===== src/rtl/pair_filter_pkg.sv =====
`default_nettype none
// ----------------------------------------------------------------------
// pair_filter_pkg : shared fp32 constants, FSM state type, accept test
// Rev 1.0
// ----------------------------------------------------------------------
package pair_filter_pkg;

  localparam int          FP32_W        = 32;
  localparam logic [31:0] FP32_INF      = 32'h7F80_0000;
  localparam logic [31:0] FP32_NEG_ZERO = 32'h8000_0000;
  localparam logic [15:0] CNT_MAX       = 16'hFFFF;

  typedef enum logic [1:0] {
    ST_IDLE  = 2'd0,
    ST_RUN   = 2'd1,
    ST_DRAIN = 2'd2,
    ST_DONE  = 2'd3
  } state_e;

  // Non-negative finite fp32 values order like their magnitude bits, so an
  // unsigned integer compare stands in for a float compare.
  function automatic logic r2_accept(input logic [FP32_W-1:0] r2,
                                     input logic [FP32_W-1:0] cut);
    return (r2 == FP32_NEG_ZERO) ||
           (!r2[31] && (r2[30:23] != 8'hFF) && (r2[30:0] < cut[30:0]));
  endfunction

endpackage
`default_nettype wire


===== src/rtl/pair_filter_if.sv =====
`default_nettype none
// ----------------------------------------------------------------------
// pair_filter_if : config, pair input stream, output stream and status
// Rev 1.0
// ----------------------------------------------------------------------
interface pair_filter_if #(
  parameter int ID_W = 16
);
  import pair_filter_pkg::*;

  logic                  cfg_we;
  logic [FP32_W-1:0]     cfg_r2cut;
  logic                  start;
  logic                  in_valid;
  logic                  in_ready;
  logic [FP32_W-1:0]     in_r2;
  logic [3*FP32_W-1:0]   in_dr;
  logic [2*ID_W-1:0]     in_id;
  logic                  in_last;
  logic                  out_valid;
  logic                  out_ready;
  logic [3*FP32_W-1:0]   out_dr;
  logic [FP32_W-1:0]     out_r2;
  logic [2*ID_W-1:0]     out_id;
  logic                  busy;
  logic                  done;
  logic [15:0]           n_acc;
  logic [15:0]           n_rej;

  modport master (
    output cfg_we, cfg_r2cut, start,
    output in_valid, in_r2, in_dr, in_id, in_last,
    input  in_ready,
    input  out_valid, out_dr, out_r2, out_id,
    output out_ready,
    input  busy, done, n_acc, n_rej
  );

  modport slave (
    input  cfg_we, cfg_r2cut, start,
    input  in_valid, in_r2, in_dr, in_id, in_last,
    output in_ready,
    output out_valid, out_dr, out_r2, out_id,
    input  out_ready,
    output busy, done, n_acc, n_rej
  );

endinterface
`default_nettype wire


===== src/rtl/pair_fifo.sv =====
`default_nettype none
// ----------------------------------------------------------------------
// pair_fifo : synchronous FIFO, head visible combinationally on dout_o
// Rev 1.0
// ----------------------------------------------------------------------
module pair_fifo #(
  parameter int DEPTH = 4,
  parameter int WIDTH = 8
) (
  input  wire logic             clk,
  input  wire logic             rst,
  input  wire logic             push_i,
  input  wire logic [WIDTH-1:0] din_i,
  input  wire logic             pop_i,
  output logic      [WIDTH-1:0] dout_o,
  output logic                  empty_o,
  output logic                  full_o
);

  localparam int AW = (DEPTH > 1) ? $clog2(DEPTH) : 1;
  localparam int CW = AW + 1;

  logic [WIDTH-1:0] mem_q [DEPTH];
  logic [AW-1:0]    wr_q;
  logic [AW-1:0]    rd_q;
  logic [CW-1:0]    cnt_q;
  logic [CW-1:0]    cnt_d;
  logic             do_push;
  logic             do_pop;

  assign empty_o = (cnt_q == '0);
  assign full_o  = (cnt_q == CW'(DEPTH));
  assign do_push = push_i && !full_o;
  assign do_pop  = pop_i && !empty_o;
  assign dout_o  = mem_q[rd_q];

  always_comb begin
    cnt_d = cnt_q;
    case ({do_push, do_pop})
      2'b10:   cnt_d = cnt_q + 1'b1;
      2'b01:   cnt_d = cnt_q - 1'b1;
      default: cnt_d = cnt_q;
    endcase
  end

  always_ff @(posedge clk) begin
    if (rst) begin
      wr_q  <= '0;
      rd_q  <= '0;
      cnt_q <= '0;
    end else begin
      if (do_push) wr_q <= wr_q + 1'b1;
      if (do_pop)  rd_q <= rd_q + 1'b1;
      cnt_q <= cnt_d;
    end
  end

  always_ff @(posedge clk) begin
    if (do_push) mem_q[wr_q] <= din_i;
  end

endmodule
`default_nettype wire


===== src/rtl/pair_filter.sv =====
`default_nettype none
// ----------------------------------------------------------------------
// pair_filter : drops pairs beyond the squared cutoff, queues the rest
// Rev 1.0
// ----------------------------------------------------------------------
module pair_filter
  import pair_filter_pkg::*;
#(
  parameter int DEPTH = 4,
  parameter int ID_W  = 16
) (
  input  wire logic    clk,
  input  wire logic    rst,
  pair_filter_if.slave bus
);

  localparam int DATA_W = 4*FP32_W + 2*ID_W;

  state_e              state_q;
  state_e              state_d;
  logic [FP32_W-1:0]   cut_q;
  logic [FP32_W-1:0]   cut_d;
  logic [15:0]         n_acc_q;
  logic [15:0]         n_acc_d;
  logic [15:0]         n_rej_q;
  logic [15:0]         n_rej_d;

  logic                fifo_empty;
  logic                fifo_full;
  logic [DATA_W-1:0]   fifo_dout;
  logic                in_rdy;
  logic                in_xfer;
  logic                pair_ok;
  logic                push;
  logic                pop;

  assign in_rdy  = (state_q == ST_RUN) && !fifo_full;
  assign in_xfer = bus.in_valid && in_rdy;
  assign pair_ok = r2_accept(bus.in_r2, cut_q);
  assign push    = in_xfer && pair_ok;
  assign pop     = !fifo_empty && bus.out_ready;

  pair_fifo #(
    .DEPTH (DEPTH),
    .WIDTH (DATA_W)
  ) u_fifo (
    .clk     (clk),
    .rst     (rst),
    .push_i  (push),
    .din_i   ({bus.in_dr, bus.in_r2, bus.in_id}),
    .pop_i   (pop),
    .dout_o  (fifo_dout),
    .empty_o (fifo_empty),
    .full_o  (fifo_full)
  );

  always_ff @(posedge clk) begin
    if (rst) state_q <= ST_IDLE;
    else     state_q <= state_d;
  end

  always_comb begin
    state_d = state_q;
    case (state_q)
      ST_IDLE:  if (bus.start) state_d = ST_RUN;
      ST_RUN:   if (in_xfer && bus.in_last) state_d = ST_DRAIN;
      ST_DRAIN: if (fifo_empty) state_d = ST_DONE;
      ST_DONE:  state_d = ST_IDLE;
      default:  state_d = ST_IDLE;
    endcase
  end

  always_comb begin
    bus.in_ready = in_rdy;
    bus.busy     = (state_q != ST_IDLE);
    bus.done     = (state_q == ST_DONE);
  end

  // Cutoff is writable only while idle so a stream sees one threshold.
  always_comb begin
    cut_d   = cut_q;
    n_acc_d = n_acc_q;
    n_rej_d = n_rej_q;
    if (state_q == ST_IDLE) begin
      if (bus.cfg_we) cut_d = bus.cfg_r2cut;
      if (bus.start) begin
        n_acc_d = '0;
        n_rej_d = '0;
      end
    end else if (in_xfer) begin
      if (pair_ok) begin
        if (n_acc_q != CNT_MAX) n_acc_d = n_acc_q + 16'd1;
      end else begin
        if (n_rej_q != CNT_MAX) n_rej_d = n_rej_q + 16'd1;
      end
    end
  end

  always_ff @(posedge clk) begin
    if (rst) begin
      cut_q   <= FP32_INF;
      n_acc_q <= '0;
      n_rej_q <= '0;
    end else begin
      cut_q   <= cut_d;
      n_acc_q <= n_acc_d;
      n_rej_q <= n_rej_d;
    end
  end

  assign bus.out_valid = !fifo_empty;
  assign bus.out_dr    = fifo_dout[DATA_W-1 -: 3*FP32_W];
  assign bus.out_r2    = fifo_dout[2*ID_W +: FP32_W];
  assign bus.out_id    = fifo_dout[2*ID_W-1:0];
  assign bus.n_acc     = n_acc_q;
  assign bus.n_rej     = n_rej_q;

endmodule
`default_nettype wire


===== src/flat_wrapper.sv =====
// flat-port wrapper written by rule: the top's interface ports become plain ports
module pair_filter_flat import pair_filter_pkg::*;
#(
  parameter int DEPTH = 4,
  parameter int ID_W  = 16
)
  (clk, rst, bus_cfg_we, bus_cfg_r2cut, bus_start, bus_in_valid, bus_in_r2, bus_in_dr, bus_in_id, bus_in_last, bus_in_ready, bus_out_valid, bus_out_dr, bus_out_r2, bus_out_id, bus_out_ready, bus_busy, bus_done, bus_n_acc, bus_n_rej);
  pair_filter_if #(.ID_W(ID_W)) bus_i ();
  input  wire logic clk;
  input  wire logic rst;
  input wire logic [$bits(bus_i.cfg_we)-1:0] bus_cfg_we;
  input wire logic [$bits(bus_i.cfg_r2cut)-1:0] bus_cfg_r2cut;
  input wire logic [$bits(bus_i.start)-1:0] bus_start;
  input wire logic [$bits(bus_i.in_valid)-1:0] bus_in_valid;
  input wire logic [$bits(bus_i.in_r2)-1:0] bus_in_r2;
  input wire logic [$bits(bus_i.in_dr)-1:0] bus_in_dr;
  input wire logic [$bits(bus_i.in_id)-1:0] bus_in_id;
  input wire logic [$bits(bus_i.in_last)-1:0] bus_in_last;
  output wire logic [$bits(bus_i.in_ready)-1:0] bus_in_ready;
  output wire logic [$bits(bus_i.out_valid)-1:0] bus_out_valid;
  output wire logic [$bits(bus_i.out_dr)-1:0] bus_out_dr;
  output wire logic [$bits(bus_i.out_r2)-1:0] bus_out_r2;
  output wire logic [$bits(bus_i.out_id)-1:0] bus_out_id;
  input wire logic [$bits(bus_i.out_ready)-1:0] bus_out_ready;
  output wire logic [$bits(bus_i.busy)-1:0] bus_busy;
  output wire logic [$bits(bus_i.done)-1:0] bus_done;
  output wire logic [$bits(bus_i.n_acc)-1:0] bus_n_acc;
  output wire logic [$bits(bus_i.n_rej)-1:0] bus_n_rej;
  assign bus_i.cfg_we = bus_cfg_we;
  assign bus_i.cfg_r2cut = bus_cfg_r2cut;
  assign bus_i.start = bus_start;
  assign bus_i.in_valid = bus_in_valid;
  assign bus_i.in_r2 = bus_in_r2;
  assign bus_i.in_dr = bus_in_dr;
  assign bus_i.in_id = bus_in_id;
  assign bus_i.in_last = bus_in_last;
  assign bus_in_ready = bus_i.in_ready;
  assign bus_out_valid = bus_i.out_valid;
  assign bus_out_dr = bus_i.out_dr;
  assign bus_out_r2 = bus_i.out_r2;
  assign bus_out_id = bus_i.out_id;
  assign bus_i.out_ready = bus_out_ready;
  assign bus_busy = bus_i.busy;
  assign bus_done = bus_i.done;
  assign bus_n_acc = bus_i.n_acc;
  assign bus_n_rej = bus_i.n_rej;
  pair_filter #(.DEPTH(DEPTH), .ID_W(ID_W)) u_core (.clk(clk), .rst(rst), .bus(bus_i));
endmodule

===== config.mk =====
export PLATFORM = sky130hd
export DESIGN_NAME = pair_filter_flat
export DESIGN_NICKNAME = d
export VERILOG_FILES = /design/src/rtl/pair_filter_pkg.sv /design/src/rtl/pair_filter_if.sv /design/src/rtl/pair_fifo.sv /design/src/rtl/pair_filter.sv /design/src/flat_wrapper.sv
export SDC_FILE = /design/constraint.sdc
export NUM_CORES = 1
export LEC_CHECK = 0
export CORE_AREA = 4 4 215 269
export DETAILED_ROUTE_END_ITERATION = 10
export DIE_AREA = 0 0 219 273
export HOLD_SLACK_MARGIN = 0.15
export PLACE_DENSITY_LB_ADDON = 0.05
export SYNTH_ARGS = -nofsm -noshare
export SYNTH_HDL_FRONTEND = slang
export SYNTH_SLANG_ARGS = --single-unit
export TNS_END_PERCENT = 1

===== constraint.sdc =====
create_clock -name clk -period 13.66 [get_ports clk]
set_input_delay 1.366 -clock clk [delete_from_list [all_inputs] [get_ports clk]]
set_output_delay 1.366 -clock clk [all_outputs]
set_load 0.01 [all_outputs]

Word level (Yosys, flattened, before mapping)
Memory sizes are Yosys's and may differ from the RTL's. A register that Yosys moved wholly into a read port is not among the register bits. Index checks and enable logic that the tools add are counted.

Input port bits: 199. Memories: 1. Flip-flop bits (word level): 72. Memory bits (writable): 640. Output and inout bits: 196. Logic and storage cells: 72.

Memories: u_core.u_fifo.mem_q (words 4, width 160, read ports 1, clocked after Yosys merged registers in 1, wr ports 1, line pair_fifo.sv:23) `logic [WIDTH-1:0] mem_q [DEPTH];`.

Order comparisons: 1. Reduce and logical (&&, ||, !) cells: 25. Add/subtract/negate cells: 6. Muxes and demuxes: 18. Equality and inequality tests: 14.

Operators by type and width (count): two-way mux 16 bit (9); adder 16 x 1 -> 16 bit (second input constant) (2); == test 32 bit (second input constant) (1); != test 16 bit (second input constant) (2); < comparator 31 bit (1); nonzero test 2 bit (6); two-way mux 2 bit (5); logical AND 1 bit (9); != test 8 bit (second input constant) (1); one-hot mux 2 bit (4 select lines) (1); AND reduction 4 bit (2); == test 2 bit (second input constant) (3); != test 2 bit (second input constant) (3); one-hot mux 3 bit (2 select lines) (1); adder 2 x 1 -> 2 bit (second input constant) (2); == test 2 x 1 -> 1 bit (second input constant) (2); adder 3 x 1 -> 3 bit (second input constant) (1); == test 3 bit (second input constant) (1); logical NOT 1 bit (3); logical NOT 3 bit (1); AND reduction 3 bit (1); subtractor 3 x 1 -> 3 bit (second input constant) (1); logical NOT 2 bit (1); two-way mux 1 bit (2); 3 further kinds (3).

Longest topological paths before layout
Depth after elaboration: 8. Mapped depth: 16. Depth with buffers taken out: 15.

By module
A second synthesis with hierarchy kept.

Cell total of the unflattened synthesis: 1366. Area total of the unflattened synthesis: 27320.0 um^2.

Modules (own cells, without submodules): pair_fifo (cells each 890, area an instance 23533.8 um^2, times used 1); pair_filter (cells each 476, area an instance 3786.1 um^2, times used 1).

Worst setup path before layout
Ideal clock, no wire load.

Path type: input to register. From: input bus_in_r2[2]. To: memory u_core.u_fifo.mem_q[0][0] in the netlist's numbering, enable pin. Data required time: 13.120 ns. Path buffers: 1. Slack: 6.556 ns. Library setup time: 0.540 ns. Cell stages on the path: 9. Arrival time: 6.564 ns. Cell sequence: ha_1 a21o_1 a31oi_1 o21ai_0 a211o_1 a21oi_1 buf_6 and2b_1 and2_1.

Longest elaborated chain between the ends: 7. Elaborated cells between the ends (all ways): 8.

Ends and longest elaborated chain: start, declared (line flat_wrapper.sv:15) `input wire logic [$bits(bus_i.in_r2)-1:0] bus_in_r2;`; < comparator 31 bit (line pair_filter_pkg.sv:25) `(!r2[31] && (r2[30:23] != 8'hFF) && (r2[30:0] < cut[30:0]));`; logical AND 1 bit (line pair_filter_pkg.sv:25); logical OR 1 bit (*) (line pair_filter_pkg.sv:24) `return (r2 == FP32_NEG_ZERO) ||`; logical AND 1 bit (*) (line pair_filter.sv:40) `assign push = in_xfer && pair_ok;`; logical AND 1 bit (*) (line pair_fifo.sv:33) `assign do_push = push_i && !full_o;`; two-way mux 1 bit (*) (line pair_fifo.sv:59) `if (do_push) mem_q[wr_q] <= din_i;`; two-way mux 1 bit (not written as such) (*) (line pair_fifo.sv:59); end, declared (line pair_fifo.sv:23).

Every way passes the cells marked *; elsewhere a longest branch is shown, timed or not.

Worst setup path after layout
From: input bus_in_r2[2]. To: memory u_core.u_fifo.mem_q[2][126] in the netlist's numbering, enable pin.

Same word-level chain as after synthesis.

==> summary.txt <==
Timing
  – Min cycle time layout: 5.721 ns
  – RSZ-0062 raised after global routing: no
  – Max-slew violations: 0
  – Final setup viols: 0
  – Fmax: 174.8 MHz
  – WHS: 0.4543 ns
  – Setup total negative slack: 0 ns
  – Worst slew pin tran: 1.067 ns
  – Clk_skew: 0.01735 ns
  – Hold Vio Cnt, Final: 0
  – Slew HR: 0.2867
  – Fin crit share: 0.4188

CTS
  – CTS tree: done
  – CTS HTree Levels: 3
  – Longest Clk Path Bufs: 3
  – Clk_lat worst skew: 0.60 ns
  – Worst-path clk slew: 0.06 ns
  – Clock root cell: clkbuf_16
  – Setup Buffers After CTS: 0
  – Hold_buf cts: 0
  – # resized after CTS: 0
  – Sink Count: 714
  – CTS buffer count: 70

Power and ir drop
  – Pwr per Cell Area: 153.7 nW/um^2
  – Leak Pwr: 10.94 nW
  – Worst vdd ir: 0.1016 mV
  – Design Power: 5.281 mW

Final layout
  – Filler cells: 4029
  – Layout net count: 2055
  – Fin util: 0.6245
  – Area Overhead vs Synth: 25.59%
  – Commonest non-fill, non-tap cell in the layout: edfxtp_1
  – Commonest cells after routing, fill and taps aside: 640 x edfxtp_1, 393 x clkdlybuf4s50_1, 160 x mux4_2
  – Layout cell share with drive strength beyond 1: 0.1566

Synthesis
  – Yosys warnings: 0
  – Synth cell types: 63
  – Synthesized area: 27360 um^2
  – Syn_nets: 1629
  – Mean Syn Cell Area: 19.71 um^2
  – Yosys reg bits: 714
  – Most used DFF post-synth: edfxtp_1
  – Largest cells by area after synthesis: edfxtp_1 70%, mux4_2 13%, dfxtp_1 5.4%, ha_1 1.9%, nand2_1 1.5%
  – Synth top area share: 0.7025
  – Post-synth EDFFs: 640
  – Mapped Cells: 1388
  – Post-synthesis sequential area ratio: 0.7567
  – Area leader, netlist: edfxtp_1
  – Ys async rst share: 0

Detailed routing
  – Drt drc: 0
  – DRT Pass-1 Iters: 5
  – Drt total wl: 59.55 mm
  – DR vias: 14300
  – DRT iter0 DRCs: 1011
  – Antenna-violating nets left: 0
  – DR vias/cell: 5.481
  – DR WL/cell: 22.82 um

Die
  – Core area: 55010 um^2
  – Chip Height: 273 um
  – Die ar.: 59790 um^2
  – # IOs: 395
  – Chip width: 219 um
  – Initial Utilization: 0.4973
  – Row Count: 96

Hold path
  – Worst hold path class: reg -> reg

Critical path
  – CP Class: in -> reg
  – Worst EP arrival: 5.94 ns
  – Critical path required time: 13.88 ns
  – Worst Setup End Kind: flip-flop
  – CP Launch Type: input port
  – CP Max Fanout: 52

Global routing
  – Overflow after GRT: 0
  – First-pass GRT wire length: 90.18 mm
  – Largest net degree at the start of global routing: 63
  – Initial antenna violation count: 1
  – Vias in the first global route: 14920
  – GRT Total Usage: 0.1990

Status
  – Run status: completed

Place
  – GP Congestion: 0.8053
  – Port Buf Inserts: 393
  – DP HPWL: 37.90 mm

Run
  – Number of max-cap violations: 0
-- where the power goes --
part           leakage (nW)  internal [mW]  switching, mW
sequential             6.36           2.46         0.0425
clock                  1.07           1.07          0.790
combinational          3.51          0.484          0.436
total                  10.9           4.01           1.27
-- final timing paths --
check	slack, ns	cells past startpoint	end	start
worst max-delay path	7.94	12	u_core.u_fifo.mem_q[2][126]	bus_in_r2[2]
worst min-delay path	0.45	2	u_core.cut_q[9]	u_core.cut_q[9]
worst max register to register	8.93	12	u_core.u_fifo.mem_q[2][126]	u_core.cut_q[2]
worst min register to register	0.45	2	u_core.cut_q[9]	u_core.cut_q[9]
-- critical path: stages --
cell and delay, ns:
clkdlybuf4s50_1 0.52, ha_1 0.36, a21o_1 0.16, a31oi_1 0.16
o21ai_0 0.17, a211o_1 0.33, a21oi_2 0.14, buf_4 0.40
and2b_1 0.39, and2_4 0.54, buf_4 0.61, buf_4 0.75
-- logic make-up (layout without fill, tap and decap cells) --
| logic type | Yosys count | after routing | share of synthesized area |
|---|---|---|---|
| AOI/OAI and AO/OA | 110 | 110 | 0.02653 |
| xor gates and xnor gates | 4 | 4 | 0.001281 |
| adders and majority gates | 42 | 42 | 0.01948 |
| buffers and inverters | 107 | 590 | 0.01642 |
| DFF | 714 | 714 | 0.7567 |
| muxes | 167 | 167 | 0.1343 |
| other | 0 | 3 | 0 |
| and+or+nand+nor | 244 | 244 | 0.04528 |
-- synth_stat cells, types with 2 or more instances --
cell type,number
a21o_1,5
a21oi_1,40
a221oi_1,3
a31o_2,3
a31oi_1,5
a41o_1,3
a41oi_1,3
and2_1,7
and3_1,9
buf_1,9
buf_2,17
buf_6,3
clkbuf_1,30
dfxtp_1,74
edfxtp_1,640
ha_1,41
inv_1,47
mux2i_1,6
mux4_2,160
nand2_1,110
nand2b_1,7
nand3_1,12
nand3b_1,8
nand4_1,17
nor2_1,27
nor3_1,6
nor3_2,2
nor4_1,14
nor4b_1,8
o21ai_0,15
o22a_1,10
o22ai_1,4
o2bb2ai_1,3
o31ai_1,2
o41ai_1,2
or2_2,3
or3_1,4
or4_1,2
xor2_1,3
-- cell type report --
class                           instances  area, um^2  share of cell area
Sequential cell                       714       20710              0.6027
Multi-Input combinational cell        567        6221              0.1811
Timing Repair Buffer                  414        4091              0.1191
Clock buffer                           93        1881             0.05473
Tap cell                              735       919.6             0.02677
Clock inverter                         36       354.1             0.01031
Inverter                               47       176.4            0.005135
Antenna cell                            3       7.507           0.0002185
-- state kept, by name, indices dropped and copies added, names as in the netlist, named ones only --
name,flops
u_core.u_fifo.wr_q,2
u_core.u_fifo.mem_q,640
u_core.bus.n_rej,16
u_core.state_q,2
u_core.u_fifo.cnt_q,3
u_core.bus.n_acc,16
u_core.cut_q,31
u_core.u_fifo.rd_q,2
-- metrics by stage --
stage	worst slack, ns	std cells	area [um^2]
after floorplan	6.556	1388	27360
after global placement	7.163	2477	32120
after detailed placement	7.149	2477	32120
after CTS	7.754	2606	34350
after global routing	7.558	2606	34350
final	7.939	2609	34360
-- per-layer routing --
metal / global-route usage / share of wire / up-vias
met4: 0.06172 / 0.023 / 0
met2: 0.3243 / 0.50 / 410
met3: 0.05004 / 0.070 / 79
met1: 0.2672 / 0.41 / 7323
li1: - / - / 6487
met5: 0 / 0 / -
Note: power is estimated with default switching activity, not from simulation.
